$ cat config.mk
export PLATFORM = sky130hd
export DESIGN_NAME = gameboy_framebuffer_arbiter
export DESIGN_NICKNAME = d
export VERILOG_FILES = /design/src/rtl/gameboy_fb_pkg.sv /design/src/rtl/gameboy_fb_write_fifo.sv /design/src/rtl/gameboy_framebuffer_arbiter.sv
export SDC_FILE = /design/constraint.sdc
export NUM_CORES = 1
export LEC_CHECK = 0
export ABC_AREA = 0
export CAP_MARGIN = 10
export CORE_ASPECT_RATIO = 1.4
export CORE_MARGIN = 1.5
export CORE_UTILIZATION = 40
export CTS_CLUSTER_SIZE = 40
export DETAILED_ROUTE_END_ITERATION = 8
export GPL_ROUTABILITY_DRIVEN = 0
export MAX_ROUTING_LAYER = met4
export PLACE_DENSITY_LB_ADDON = 0.3
export RECOVER_POWER = 100
export SYNTH_ARGS = -nofsm -noshare
export SYNTH_HDL_FRONTEND = slang
export SYNTH_SLANG_ARGS = --single-unit
export TNS_END_PERCENT = 100
$ cat constraint.sdc
create_clock -name clock -period 3.9 [get_ports clock]
set_input_delay 0.78 -clock clock [delete_from_list [all_inputs] [get_ports clock]]
set_output_delay 0.78 -clock clock [all_outputs]
set_load 0.01 [all_outputs]
$ cat src/rtl/gameboy_fb_pkg.sv
// Shared types and constants for the Game Boy double-buffered framebuffer.
// The write-entry struct fixes the default frame-memory geometry (15-bit address, 2-bit pixel).
package gameboy_fb_pkg;

    localparam int LCD_WIDTH     = 160;
    localparam int LCD_HEIGHT    = 144;
    localparam int FB_PIXELS     = LCD_WIDTH * LCD_HEIGHT;
    localparam int FB_ADDR_WIDTH = 15;
    localparam int FB_DATA_WIDTH = 2;

    typedef struct packed {
        logic [FB_ADDR_WIDTH-1:0] addr;
        logic [FB_DATA_WIDTH-1:0] data;
        logic                     last;
    } fb_wr_entry_t;

    typedef enum logic [0:0] {
        WRITING = 1'b0,
        PENDING = 1'b1
    } swap_state_e;

    function automatic logic [7:0] sat_inc8(input logic [7:0] value);
        return (value == 8'hFF) ? value : value + 8'd1;
    endfunction

endpackage

$ cat src/rtl/gameboy_fb_write_fifo.sv
// Small synchronous FIFO buffering decoder pixels ahead of the frame memory.
// Pointers carry one extra wrap bit so full and empty are told apart without a counter.
module gameboy_fb_write_fifo
    import gameboy_fb_pkg::*;
#(
    parameter type entry_t = fb_wr_entry_t,
    parameter int  DEPTH   = 4
) (
    input  logic   clock,
    input  logic   reset,
    input  logic   push,
    input  entry_t push_entry,
    input  logic   pop,
    output entry_t head,
    output logic   full,
    output logic   empty
);

    localparam int PTR_W = $clog2(DEPTH);

    entry_t           store [DEPTH];
    logic [PTR_W:0]   wr_ptr;
    logic [PTR_W:0]   rd_ptr;

    always_ff @(posedge clock) begin
        if (!reset) begin
            wr_ptr <= '0;
            rd_ptr <= '0;
        end else begin
            if (push && !full) begin
                wr_ptr <= wr_ptr + (PTR_W+1)'(1);
            end
            if (pop && !empty) begin
                rd_ptr <= rd_ptr + (PTR_W+1)'(1);
            end
        end
    end

    always_ff @(posedge clock) begin
        if (push && !full) begin
            store[wr_ptr[PTR_W-1:0]] <= push_entry;
        end
    end

    assign empty = (wr_ptr == rd_ptr);
    assign full  = (wr_ptr[PTR_W] != rd_ptr[PTR_W]) &&
                   (wr_ptr[PTR_W-1:0] == rd_ptr[PTR_W-1:0]);
    assign head  = store[rd_ptr[PTR_W-1:0]];

endmodule

$ cat src/rtl/gameboy_framebuffer_arbiter.sv
// Arbitrates the single-port double-buffered frame RAM between decoder writes and scanout reads,
// and swaps buffers only at reader frame start so the display never tears.
module gameboy_framebuffer_arbiter
    import gameboy_fb_pkg::*;
#(
    parameter int DATA_WIDTH   = 2,
    parameter int ADDR_WIDTH   = 15,
    parameter int FIFO_DEPTH   = 4,
    parameter int STARVE_LIMIT = 2
) (
    input  logic                  clock,
    input  logic                  reset,
    input  logic                  wr_valid,
    output logic                  wr_ready,
    input  logic [ADDR_WIDTH-1:0] wr_addr,
    input  logic [DATA_WIDTH-1:0] wr_data,
    input  logic                  wr_last,
    input  logic                  rd_valid,
    output logic                  rd_ready,
    input  logic [ADDR_WIDTH-1:0] rd_addr,
    input  logic                  rd_frame_start,
    output logic [DATA_WIDTH-1:0] rd_data,
    output logic                  rd_data_valid,
    output logic                  mem_en,
    output logic                  mem_we,
    output logic [ADDR_WIDTH:0]   mem_addr,
    output logic [DATA_WIDTH-1:0] mem_wdata,
    input  logic [DATA_WIDTH-1:0] mem_rdata,
    output logic                  front_buffer,
    output logic [7:0]            drop_count
);

    localparam logic [0:0] ST_WRITING = WRITING;
    localparam logic [0:0] ST_PENDING = PENDING;
    localparam int         SW         = $clog2(STARVE_LIMIT + 1);

    fb_wr_entry_t  push_entry;
    fb_wr_entry_t  head;
    logic          fifo_full;
    logic          fifo_empty;
    logic          push;
    logic          write_pending;
    logic          write_forced;
    logic          write_grant;
    logic          read_grant;
    logic          swap_now;
    logic          front_eff;

    logic [0:0]    state;
    logic          front_q;
    logic [7:0]    drop_q;
    logic [SW-1:0] starve_cnt;
    logic          rdv_q;

    assign push_entry.addr = FB_ADDR_WIDTH'(wr_addr);
    assign push_entry.data = FB_DATA_WIDTH'(wr_data);
    assign push_entry.last = wr_last;

    assign wr_ready = reset && !fifo_full;
    assign push     = wr_valid && wr_ready;

    gameboy_fb_write_fifo #(
        .entry_t (fb_wr_entry_t),
        .DEPTH   (FIFO_DEPTH)
    ) u_write_fifo (
        .clock      (clock),
        .reset      (reset),
        .push       (push),
        .push_entry (push_entry),
        .pop        (write_grant),
        .head       (head),
        .full       (fifo_full),
        .empty      (fifo_empty)
    );

    // Reads win by default; the writer is forced through once it has been denied STARVE_LIMIT times.
    assign write_pending = reset && !fifo_empty;
    assign write_forced  = (starve_cnt == SW'(STARVE_LIMIT));
    assign write_grant   = write_pending && (!rd_valid || write_forced);
    assign read_grant    = reset && rd_valid && !write_grant;

    // A swap seen this cycle already steers this cycle's accesses to the new front/back.
    assign swap_now  = reset && rd_frame_start && (state == ST_PENDING);
    assign front_eff = front_q ^ swap_now;

    always_comb begin
        mem_en    = 1'b0;
        mem_we    = 1'b0;
        mem_addr  = '0;
        mem_wdata = '0;
        if (write_grant) begin
            mem_en    = 1'b1;
            mem_we    = 1'b1;
            mem_addr  = {~front_eff, ADDR_WIDTH'(head.addr)};
            mem_wdata = DATA_WIDTH'(head.data);
        end else if (read_grant) begin
            mem_en    = 1'b1;
            mem_addr  = {front_eff, rd_addr};
        end
    end

    always_ff @(posedge clock) begin
        if (!reset) begin
            starve_cnt <= '0;
        end else if (fifo_empty || write_grant) begin
            starve_cnt <= '0;
        end else if (!write_forced) begin
            starve_cnt <= starve_cnt + SW'(1);
        end
    end

    // A frame finishing while another is still waiting for display overwrites it: count the drop.
    always_ff @(posedge clock) begin
        if (!reset) begin
            state   <= ST_WRITING;
            front_q <= 1'b0;
            drop_q  <= 8'd0;
        end else begin
            front_q <= front_eff;
            if (write_grant) begin
                if (state == ST_PENDING && !swap_now) begin
                    drop_q <= sat_inc8(drop_q);
                end
                state <= head.last ? ST_PENDING : ST_WRITING;
            end else if (swap_now) begin
                state <= ST_WRITING;
            end
        end
    end

    always_ff @(posedge clock) begin
        if (!reset) begin
            rdv_q <= 1'b0;
        end else begin
            rdv_q <= read_grant;
        end
    end

    assign rd_ready      = read_grant;
    assign rd_data       = mem_rdata;
    assign rd_data_valid = reset && rdv_q;
    assign front_buffer  = reset && front_q;
    assign drop_count    = reset ? drop_q : 8'd0;

endmodule

; After elaboration in Yosys (flattened, before gate mapping)
; Memories as Yosys holds them, arrays and structs flattened. A register that Yosys moved wholly into a read port is not among the register bits.
; Cells that the tools add are included.
; W data, S select, Z words.
[totals]
word_cells = 59
input_bits = 40
out_inout_bits = 34
ramBits = 72
reg_bits = 19
mem_count = 1
[op_classes]
bitwise = 4
reduce_logical = 24
n_eq_ne = 5
add_sub_neg = 4
muxes = 14
[mem_list]
columns = memory, words, width, read_ports, rd_clocked_by_memory_dff, wr, line
row1 = u_write_fifo.store, 4, 18, 1, 1, 1, gameboy_fb_write_fifo.sv:21  ; entry_t store [DEPTH];
[ops]
columns = op, n
row1 = $mux W16, 2
row2 = $logic_and A1 B1 Y1, 14
row3 = $add A8 B1 Y8 const B, 1
row4 = $eq A8 B8 Y1 const B, 1
row5 = $mux W1, 8
row6 = $mux W8, 1
row7 = $add A3 B1 Y3 const B, 2
row8 = $mux W2, 3
row9 = $logic_not A1 Y1, 5
row10 = $eq A3 B3 Y1, 1
row11 = $not A1 Y1, 3
row12 = $reduce_and A3 Y1, 1
row13 = $add A2 B1 Y2 const B, 1
row14 = $eq A2 B2 Y1, 1
row15 = $eq A2 B2 Y1 const B, 1
row16 = $logic_or A1 B1 Y1, 2
row17 = $reduce_bool A2 Y1, 1
row18 = $reduce_or A2 Y1, 1
row19 = $ne A1 B1 Y1, 1
row20 = $xor A1 B1 Y1, 1

; Longest topological paths before layout
; Gate-level depths: netlist of the first run.
[logic_depth]
depth_word = 8
mapped_depth = 7

; Cells and area by module
; From an unflattened synthesis of the first run, not the netlist that was laid out.
[unflattened]
cells_unflattened = 275
hier_area_um2 = 4150.2
[modules_own_cells]
columns = mod, cells_each, n_inst, seq_area_each_um2, area_per_inst_um2
row1 = gameboy_fb_write_fifo, 162, 1, 2322.2, 3163.0
row2 = gameboy_framebuffer_arbiter, 113, 1, 260.2, 987.2

; Least setup slack after synthesis of the first run
; OpenSTA, ideal clock, no wires.
[synth_path]
path_type = input port to output port
startpoint = input port reset
endpoint = output port mem_addr[12]
required_time_ns = 3.120
n_path_buf = 2
path_slack_ns = 1.132
stages = 5
arrival_ns = 1.988
cell_sequence = clkbuf_1 > clkinv_1 > a311oi_4 > buf_2 > a22o_1
[synth_via]
elab_chain_cells = 6
word_cells_on_any_way = 7
classes_between = mux: 2 / reduce/logical: 5
[synth_lines]
columns = element, line
row1 = from (decl), gameboy_framebuffer_arbiter.sv:12  ; input logic reset,
row2 = $logic_and A1 B1 Y1, gameboy_framebuffer_arbiter.sv:77  ; assign write_pending = reset && !fifo_empty;
row3 = $logic_and A1 B1 Y1, gameboy_framebuffer_arbiter.sv:79  ; assign write_grant = write_pending && (!rd_valid || write_forced);
row4 = $logic_not A1 Y1, gameboy_framebuffer_arbiter.sv:80  ; assign read_grant = reset && rd_valid && !write_grant;
row5 = $logic_and A1 B1 Y1, gameboy_framebuffer_arbiter.sv:80
row6 = $mux W16, gameboy_framebuffer_arbiter.sv:96  ; end else if (read_grant) begin
row7 = $mux W16 *, gameboy_framebuffer_arbiter.sv:91  ; if (write_grant) begin
row8 = to (decl), gameboy_framebuffer_arbiter.sv:26  ; output logic [ADDR_WIDTH:0] mem_addr,
; Mark *: on every way between the ends. The rest lies on a longest branch, timed or not.

; Final worst setup path of the first run
[layout_path]
startpoint = input port rd_valid
endpoint = output port mem_wdata[1]
[layout_via]
elab_chain_cells = 4
[layout_lines]
columns = element, line
row1 = from (decl), gameboy_framebuffer_arbiter.sv:18  ; input logic rd_valid,
row2 = $logic_not A1 Y1, gameboy_framebuffer_arbiter.sv:79
row3 = $logic_or A1 B1 Y1, gameboy_framebuffer_arbiter.sv:79
row4 = $logic_and A1 B1 Y1, gameboy_framebuffer_arbiter.sv:79
row5 = $mux W2, gameboy_framebuffer_arbiter.sv:91
row6 = to (decl), gameboy_framebuffer_arbiter.sv:27  ; output logic [DATA_WIDTH-1:0] mem_wdata,
; Every way passes these cells.

==> results of run 1 <==
## worst reg2reg max path: stages, from the launching register on
cell and delay (ns):
dfxtp_1 0.47, xor2_1 0.22, o311a_1 0.32, and2_1 0.17, clkbuf_1 0.88
## metrics by stage
stage | power, mW | instance area, um^2 | worst slack [ns] | hold slack, ns | instances
final | 2.384 | 5082 | 0.2196 | 0.4179 | 464
after global routing | 2.484 | 5082 | 0.1163 | 0.4635 | 464
after CTS | 2.428 | 5109 | 0.3224 | 0.4248 | 464
after detailed placement | 1.547 | 4806 | 0.3338 | 0.4155 | 448
after global placement | 1.540 | 4806 | 0.3572 | 0.4122 | 448
after floorplan | 1.389 | 3936 | 1.132 | 0.4004 | 249
## cell families after synthesis
| logic type | count (synthesis) | synth area share (%) |
|---|---|---|
| flops | 93 | 65.61 |
| buf+inv | 20 | 2.320 |
| compound gates | 36 | 7.215 |
| simple gates | 58 | 7.629 |
| xor+xnor | 10 | 2.797 |
| mux | 25 | 12.21 |
| fa+ha+maj | 7 | 2.225 |
## sequential cells by signal (all words and copies together), names as in the netlist, named ones only
register / count
u_write_fifo.rd_ptr: 3
drop_q: 8
front_q: 1
rdv_q: 1
state: 1
starve_cnt: 2
u_write_fifo.store: 72
u_write_fifo.wr_ptr: 3
## cell type report
class,count,area [um^2]
Clock inverter,7,77.57
Sequential cell,93,2582
Tap cell,132,165.2
Timing Repair Buffer,79,747.0
Inverter,8,30.03
Clock buffer,9,225.2
Fill cell,828,4429
Multi-Input combinational cell,136,1255
## worst max path at each step
stage | end | slack (ns) | cells after the start
2_1_floorplan | mem_addr[12] | 1.13 | 5
3_3_place_gp | mem_addr[15] | 0.36 | 6
3_5_place_dp | mem_addr[15] | 0.33 | 6
4_1_cts | mem_addr[15] | 0.32 | 6
5_1_grt | mem_wdata[0] | 0.12 | 6
6_report | mem_wdata[1] | 0.22 | 6
## cell usage in the layout (no fill, tap or decap), types with 7 or more instances in the layout
cell	n
nor2_1	10
clkbuf_16	9
nand3_1	7
nand2_1	13
dlygate4sd3_1	33
inv_1	7
mux4_2	18
and2_1	10
edfxtp_1	72
ha_1	7
clkdlybuf4s50_1	36
dfxtp_1	21
a22o_1	15
## layer usage
metal / routed length, um / global-route usage (%) / vias to the layer above
met3: 239 / 2.253 / 10
met1: 3194 / 19.92 / 1158
met4: 155 / 7.863 / 0
met5: 0 / - / -
met2: 3854 / 26.26 / 66
li1: - / - / 1120
## power by group through the flow
stage                     Combinational [mW]  Clock, mW  Sequential (mW)
after global placement                 0.398          0             1.14
after CTS                              0.404      0.901             1.12
after detailed placement               0.402          0             1.15
after global routing                   0.421      0.936             1.13
final                                  0.384      0.878             1.12
after floorplan                        0.249          0             1.14
==> results.cfg, run 1 <==
[run_status]
status = completed

[final_layout]
nets = 374
utilization_pct = 53.43
syn_to_final_growth_pct = 29.12
antenna_cells = 0
drive_gt1_share_pct = 13.55

[logic_synthesis]
ys_seq_area_share_pct = 65.61
synthTopCellsByArea = edfxtp_1 55%, dfxtp_1 11%, mux4_2 10%
syn_area_per_cell_um2 = 15.81
ys.flop_type = edfxtp_1
synth_edf_count = 72
async_reset_ff_share_pct = 0
synth-seq-cells = 93
netlist_instances = 249
syn_area_um2 = 3936
yosysTopAreaCellShare_pct = 54.93
synth_cell_types = 40
yosysWarnings = 0
yosys.area.top_type = edfxtp_1
yosysMostFrequentCell = edfxtp_1
synth_commonest_cells = 72 x edfxtp_1, 21 x dfxtp_1, 18 x mux4_2
syn_nets = 296

[clock_network]
numCtsBuffers = 9
clock_latency_ns = 0.34
clkSinkCount = 93
cts_root_buffer = clkbuf_16
post_cts_resized = 0
cts_setup_buffers = 0
cts_max_level = 3
clk_pin_slew_worst_paths_ns = 0.06
cts_tree = yes
cts_hold_buf = 0
cts_max_path_buffers = 2

[route]
post_drt_wl_per_cell_um = 16.04
post-route-drc-count = 0
postRouteAntennaNets = 0
dr.pass1.iters = 4
wl_um = 7443
dr.first_iter.drc_count = 115
vias = 2354
vias_per_cell = 5.073

[power_and_ir_drop]
intPower_mw = 1.809
pwr-share-comb_pct = 16.1
power.switching_mw = 0.5755
netSwitchingFraction_pct = 24.14
cellPowerDensity_nw_per_um2 = 469.2
max-vdd-ir-drop_v = 0.0002709
total_leakage_power_nw = 1.787
seqPwrFrac_pct = 47.1
pwr-share-clk_pct = 36.8

[critical_path]
worst-path-buf-inv = 3
crit_arrival_ns = 2.90
r2r.worst_path.cells = 4
critPathKind = primary input to primary output
critPathLaunch = rd_valid
required_ns = 3.12
worst-path-max-fanout = 26
end_kind = primary output
startpoint_type = primary input
crit_path_max_incr_delay_ns = 0.58
worstPathCellList = dlygate4sd3_1, nor2b_1, a311oi_4, buf_4, and2_0, clkdlybuf4s50_1
timing.rr.start = u_write_fifo.wr_ptr[0]
rr_endpoint = u_write_fifo.store[0][3]
critical_path.top_delay_family = buffers and inverters
r2r_setup_slack_ns = 1.45
slowest_stage = dlygate4sd3_1

[global_routing]
grt_usage_pct = 16.22
grt_overflow_total = 0
antenna_found_initial = 0
grt_max_degree = 27
grt_pass1_vias = 2374
grt_pass1_wl_um = 12190

[die]
initial_utilization_pct = 41.38
io_pins = 74
die-area_um2 = 10450
placementRows = 42
die_h_um = 120.4
die_w_um = 86.84
core_um2 = 9512

[timing]
relSlewSlack_pct = 20.08
setup-violations-final = 0
timing.fmax_ghz = 0.2717
skew_ns = 0.006344
rsz0062_at_grt = no
period_minus_slack_ns = 3.680
worstMarginPinSlew_ns = 1.199
finalCritPeriodShare_pct = 94.37
slew_viol_final = 0
fin_setup_tns_ns = 0
hold_violations = 0

[placed_design]
portBuffers = 69
dpl.hpwl_um = 4820

[min_path]
holdPathEnd = starve_cnt[0]
worstHoldPathType = flop to flop
hold_path_startpoint = starve_cnt[0]
hold_depth = 1

[run]
max-cap-violations = 0
Power figures use the tool's default switching activity.
==> run 2: changes to the inputs <==
Clock period 3.9 ns to 3.3 ns, I/O delays scaled along.
==> run 2 against run 1 <==
Net effect:
- die area is the same
- clock power is 12% higher
- hold slack improved by 0.011 ns
- critical path depth stayed put
- sequential cell count unchanged
- worst setup slack got worse by 0.15 ns
- wire length up 3.0%
- largest power group unchanged
==> results.cfg, run 2 (synthesis results as in run 1) <==
[die]
placementRows = 42
initial_utilization_pct = 41.38
io_pins = 74
die_w_um = 86.84
die_h_um = 120.4
core_um2 = 9512
die-area_um2 = 10450

[timing]
period_minus_slack_ns = 3.234
setup-violations-final = 0
worstMarginPinSlew_ns = 1.257
slew_viol_final = 0
whs_ns = 0.4289
hold_violations = 0
rsz0062_at_grt = no
fin_setup_tns_ns = 0
relSlewSlack_pct = 16.18
finalCritPeriodShare_pct = 98.00
timing.fmax_ghz = 0.3092
skew_ns = 0.008773

[critical_path]
worst-path-stages = 6
worst-path-buf-inv = 3
crit_path_max_incr_delay_ns = 0.54
slowest_stage = clkdlybuf4s50_1
critical_path.top_delay_family = buffers and inverters
worst-path-max-fanout = 26
r2r_setup_slack_ns = 0.75
critPathMostFrequentCell = clkdlybuf4s50_1
critPathKind = primary input to primary output
r2r.worst_path.cells = 4
worstPathCellList = clkdlybuf4s50_1, nor2b_1, a311oi_4, buf_12, and2_1, clkdlybuf4s50_1
required_ns = 2.64
end_kind = primary output
crit_arrival_ns = 2.57
startpoint_type = primary input

[route]
post-route-drc-count = 0
postRouteAntennaNets = 0
wl_um = 7670
dr.first_iter.drc_count = 103
dr.pass1.iters = 4
vias_per_cell = 5.028
post_drt_wl_per_cell_um = 16.42
vias = 2348

[run_status]
status = completed

[final_layout]
fin_cells = 467
antenna_cells = 0
nets = 377
design_area_um2 = 5111
final_common_cell = edfxtp_1
largest_reg_flops = 72
layout_common_cells = 72 x edfxtp_1, 43 x clkdlybuf4s50_1, 26 x dlygate4sd3_1
utilization_pct = 53.74
drive_gt1_share_pct = 14.63
syn_to_final_growth_pct = 29.85

[clock_network]
cts_hold_buf = 0
cts_root_buffer = clkbuf_16
cts_max_level = 3
cts_tree = yes
cts_setup_buffers = 0
clkSinkCount = 93
post_cts_resized = 0
clk_pin_slew_worst_paths_ns = 0.06
clock_latency_ns = 0.33
cts_max_path_buffers = 2
numCtsBuffers = 9

[run]
max-cap-violations = 0

[placed_design]
portBuffers = 69
numPlacedInstances = 451
post_dp_cell_area_um2 = 4841
dpl.hpwl_um = 5173

[power_and_ir_drop]
cellPowerDensity_nw_per_um2 = 543.1
max-vdd-ir-drop_v = 0.0003129
total_leakage_power_nw = 1.784

[global_routing]
grt_usage_pct = 16.60
grt_max_degree = 27
grt_pass1_wl_um = 12560
grt_overflow_total = 0
grt_pass1_vias = 2396
antenna_found_initial = 0

[min_path]
worstHoldPathType = flop to flop
hold_depth = 1
## run 2: final timing paths
check	from	endpoint
worst min-delay path	starve_cnt[0]	starve_cnt[0]
worst max register to register	u_write_fifo.wr_ptr[0]	u_write_fifo.store[2][4]
worst max-delay path	rd_valid	mem_wdata[0]
worst min register to register	starve_cnt[0]	starve_cnt[0]
## run 2: where the power goes
group | internal (mW) | total (mW) | switching [mW]
logic | 0.248 | 0.467 | 0.219
clock network | 0.529 | 0.981 | 0.453
registers | 1.30 | 1.33 | 0.0234
total | 2.08 | 2.78 | 0.695
## run 2: area by class of cell
cell class	count	area, um^2
fillers	805	4400
flip-flops and latches	93	2582
multi-input cells	136	1262
repair buffers	82	778.2
clock buffers	9	225.2
well taps	132	165.2
clock inverters	7	67.56
inverters	8	30.03
## run 2: through the flow
step	total power, mW	setup slack (ns)
2_1_floorplan	1.642	0.7720
3_3_place_gp	1.831	0.1177
3_5_place_dp	1.840	0.08719
4_1_cts	2.821	0.06900
5_1_grt	2.899	0.01391
6_report	2.776	0.06586
## run 2: routing by layer
| layer | up-vias | part of all wire, % | GRT usage [%] |
|---|---|---|---|
| li1 | 1130 | - | - |
| met1 | 1163 | 42 | 20.31 |
| met2 | 49 | 54 | 27.71 |
| met3 | 6 | 3.1 | 3.618 |
| met4 | 0 | 0.96 | 4.536 |
| met5 | - | 0 | - |
==> patch 1 (settings of run 1) <==
Change the parameter `DATA_WIDTH` from 2 to 4.
--- a/src/rtl/gameboy_framebuffer_arbiter.sv
+++ b/src/rtl/gameboy_framebuffer_arbiter.sv
@@ -5,3 +5,3 @@
 #(
-    parameter int DATA_WIDTH   = 2,
+    parameter int DATA_WIDTH   = 4,
     parameter int ADDR_WIDTH   = 15,
Interface: changed (resized mem_rdata, mem_wdata, rd_data and wr_data); port bits go from 74 to 82. The function was not compared with the original's and may differ.
==> patch 1 against run 1 <==
- area after synthesis increased by 0.86%
- sequential cell count unchanged
- routed wire length rose by 2.5%
- design area is essentially flat
- final cell count increased by 0.86%
- total power down 2.3%
- critical endpoint is now mem_addr[1]
- die area rose by 0.83%
- non-clock buffer count increased by 2
- worst setup slack improved by 110 ps
- clock skew up 1.9 ps
- count of clock-buffer cells in the layout did not move
- clock power down 5.4%
- sequential power is essentially flat
- largest power group unchanged
==> patch 1: results (changes against run 1) <==
Status = completed
Post-Synth XOR/XNOR Area = 0.0277 (-0.000238)
Critical Path Max Stage Delay = 600 ps (+20 ps)
Area contributors post-synth = edfxtp_1 54%, dfxtp_1 11%, mux4_2 10%
Clock Tree Root = clkbuf_16
Max VDD drop = 0.281 mV (+3.6%)
Fillcell total = 848 (+2.4%)
Clk_skew = 8.24 ps (+1.90 ps)
Switch share = 0.250 (+0.00910)
Post-DR wirelength/cell = 16.3 µm (+1.6%)
Fraction of the mapped netlist area in compound gates = 0.0715 (-0.000614)
Largest net degree at the start of global routing = 19 (-30%)
Crit-path max FO = 13 (-50%)
Logic power comb = 376 µW (-2%)
Post-Place Setup Slack = 440 ps (+106 ps)
Crit path to = mem_addr[1]
Crit path arrival time = 2790 ps (-110 ps)
Inst Count DP = 452 (+0.89%)
Yosys cell types = 41 (+2.5%)
Cells after synthesis = 254 (+2.0%)
LEAKAGE = 1.85 nW (+3.4%)
First-pass GRT wire length = 12,500 µm (+2.2%)
Dpl cell area = 4830 µm² (+0.47%)
Async S/R FF share, synth = 0 (unchanged)
Max Buffers Root-to-Sink = 2 (unchanged)
Synth Area in Adders = 0.0221 (-0.000189)
Minimum clock period after layout = 3570 ps (-107 ps)
DR iter-0 viols = 134 (+17%)
DR vias = 2,373 (+0.81%)
Vias in the first global route = 2,474 (+4.2%)
H-tree depth = 3 (unchanged)
Min Hold Slack = 420 ps (+2.05 ps)
Design Power = 2.33 mW (-2.3%)
Sequential share of the synthesized area = 0.650 (-0.00558)
Non-filler cells, final = 468 (+0.86%)
Critical hold path startpoint = starve_cnt[0]
Post-CTS Resized = 0 (unchanged)
Tot GR Track Use = 0.163 (+0.00126)
Reg2reg setup slack = 1370 ps (-80 ps)
Hpwl dp = 5180 µm (+7.6%)
Mux contribution to synthesized area = 0.121 (-0.00104)
NumNets Final = 382 (+2.1%)
Critical path origin = rd_valid
FF-to-FF End = u_write_fifo.store[2][6]
Layout cells sized above 1 = 0.143 (+0.00731)
Tightest Pin Transition = 1190 ps (-6.06 ps)
-- patch 1: cell types whose count changed in the layout (fill, tap and decap cells not counted), moves of 2 or more --
cell | run 1 | this run
dlygate4sd3_1 | 33 | 52
buf_4 | 5 | 7
conb_1 | 0 | 2
inv_6 | 4 | 2
clkdlybuf4s50_1 | 36 | 17
-- patch 1: metal layers --
layer	vias to the layer above	GRT usage	routed length [µm]
met4	0	0.0536	91
li1	1131	-	-
met2	59	0.271	3950
met5	-	-	0
met3	6	0.0333	272
met1	1177	0.200	3310
-- patch 1: layout make-up --
class / count / share of cell area
Tap cell: 132 / 0.0325
Clock buffer: 9 / 0.0443
Multi-Input combinational cell: 138 / 0.246
Timing Repair Buffer: 81 / 0.150
Clock inverter: 7 / 0.0133
Sequential cell: 93 / 0.508
Inverter: 8 / 0.00591
-- patch 1: critical path: cells and delay by family --
kind	cells	cell delay [ps]
buffers and inverters	3	1330
AO/OA/AOI/OAI	2	500
AND/OR/NAND/NOR	1	170
==> patch 2 (config.mk and constraints of run 1) <==
Made on the original files. Put a register stage on the output `drop_count`, with the module's reset. The value now appears one clock later. The other outputs are not delayed to match.
--- a/src/rtl/gameboy_framebuffer_arbiter.sv
+++ b/src/rtl/gameboy_framebuffer_arbiter.sv
@@ -142,3 +142,9 @@
     assign front_buffer  = reset && front_q;
-    assign drop_count    = reset ? drop_q : 8'd0;
+    always_ff @(posedge clock) begin
+        if (!reset) begin
+            drop_count <= '0;
+        end else begin
+            drop_count <= reset ? drop_q : 8'd0;
+        end
+    end
 
Function: changed (Yosys sat finds a counterexample within 4 cycles, from zero or initial values and one cycle with reset low).
==> patch 2 against run 1 <==
- design area up 2.6%
- critical endpoint is now mem_addr[9]
- total power up 2.0%
- worst setup slack better by 28 ps
- sequential cell count up 8
- routed wire length grew 4.0%
- maximum frequency grew 0.77%
- area after synthesis is 2.5% higher
- critical path depth up 1
==> patch 2: results (changes against run 1) <==
Number of synthesized flops with an enable pin = 72 (unchanged)
Status = completed
DR vias = 2,403 (+2.1%)
Largest net degree at the start of global routing = 19 (-30%)
Tot GR Track Use = 0.161 (-0.00103)
Dpl cell area = 4950 µm² (+3.0%)
Mux contribution to synthesized area = 0.116 (-0.00578)
Reg2reg setup slack = 1470 ps (+20 ps)
Syn_area_per_cell = 15.8 µm² (about the same)
Fraction of the mapped netlist area in compound gates = 0.0664 (-0.00580)
Post-DR wirelength/cell = 16.3 µm (+1.6%)
Met3 Wirelength = 289 µm (+21%)
Layout cells sized above 1 = 0.141 (+0.00563)
DR iter-0 viols = 86 (-25%)
Psw = 557 µW (-3.1%)
Syn_nets = 302 (+2.0%)
Metal2 WL = 4050 µm (+5.1%)
R2r worst-path depth = 5 (+1)
LEAKAGE = 1.86 nW (+4.1%)
Sequential share of the synthesized area = 0.680 (+0.0236)
Min Hold Slack = 411 ps (-6.71 ps)
Inst Count DP = 460 (+2.7%)
Wl on met1 = 3280 µm (+2.6%)
Tightest Pin Transition = 784 ps (-414 ps)
Post-Synth XOR/XNOR Area = 0.0174 (-0.0106)
Post-Place Setup Slack = 361 ps (+26.7 ps)
Crit-path max FO = 14 (-46%)
Max VDD drop = 0.282 mV (+4.1%)
Yosys cell types = 38 (-5.0%)
Leading cell types by count after synthesis = 72 x edfxtp_1, 29 x dfxtp_1, 18 x mux4_2, 15 x a22o_1, 14 x and2_1
First-pass GRT wire length = 12,100 µm (-0.85%)
Crit path arrival time = 2870 ps (-30 ps)
FF-to-FF End = u_write_fifo.store[2][2]
Via density per instance = 5.06 (-0.28%)
NumNets Final = 383 (+2.4%)
Area contributors post-synth = edfxtp_1 54%, dfxtp_1 14%, mux4_2 10%
Synth Area in Adders = 0.0217 (-0.000545)
Uppermost layer routed = met4
Hpwl dp = 5200 µm (+8.0%)
==> patch 2: changes by cell type after synthesis, sizes merged, moves of 2 or more <==
cell and change:
a211oi -2, clkbuf +2, dfxtp +8, inv +4
nor3 +3, nor4 -2, o21ai -3, o31ai +2
xor2 -2
==> patch 2: worst max path at each step <==
stage	from	end	slack, ps	depth (start not counted)
global route	reset	mem_addr[13]	170	7
finish	reset	mem_addr[9]	250	7
global placement	rd_valid	mem_addr[15]	370	7
detailed placement	rd_valid	mem_addr[15]	360	7
floorplan	rd_valid	mem_addr[10]	1220	5
CTS	rd_valid	mem_addr[15]	350	7
==> patch 2: cell type report <==
cell class	count	area, µm²
Clock buffer	10	229
Clock inverter	5	60.1
Fill cell	831	4630
Inverter	11	41.3
Multi-Input combinational cell	130	1180
Sequential cell	101	2740
Tap cell	135	169
Timing Repair Buffer	83	787
==> patch 2: layer usage <==
metal	global-route usage	vias up
li1	-	1137
met1	0.184	1201
met2	0.271	59
met3	0.0305	6
met4	0.0744	0
met5	-	-
==> patch 2: cell families after synthesis <==
family,Yosys count
adders and majority gates,7
and+or+nand+nor,57
AOI/OAI and AO/OA,34
xor gates and xnor gates,8
muxes,24
DFF,101
buffers and inverters,24
==> patch 2: power groups by stage <==
stage | Combinational [mW] | Clock, mW | Sequential, mW
after floorplan | 0.232 | 0 | 1.22
after global placement | 0.392 | 0 | 1.22
after detailed placement | 0.397 | 0 | 1.22
after CTS | 0.399 | 0.886 | 1.20
after global routing | 0.405 | 0.926 | 1.20
final | 0.373 | 0.860 | 1.20
==> patch 2: critical path: stages <==
cell,delay [ps]
dlygate4sd3_1,600
buf_4,190
nand2_1,90
a21oi_2,260
buf_12,200
a22o_1,150
dlygate4sd3_1,610
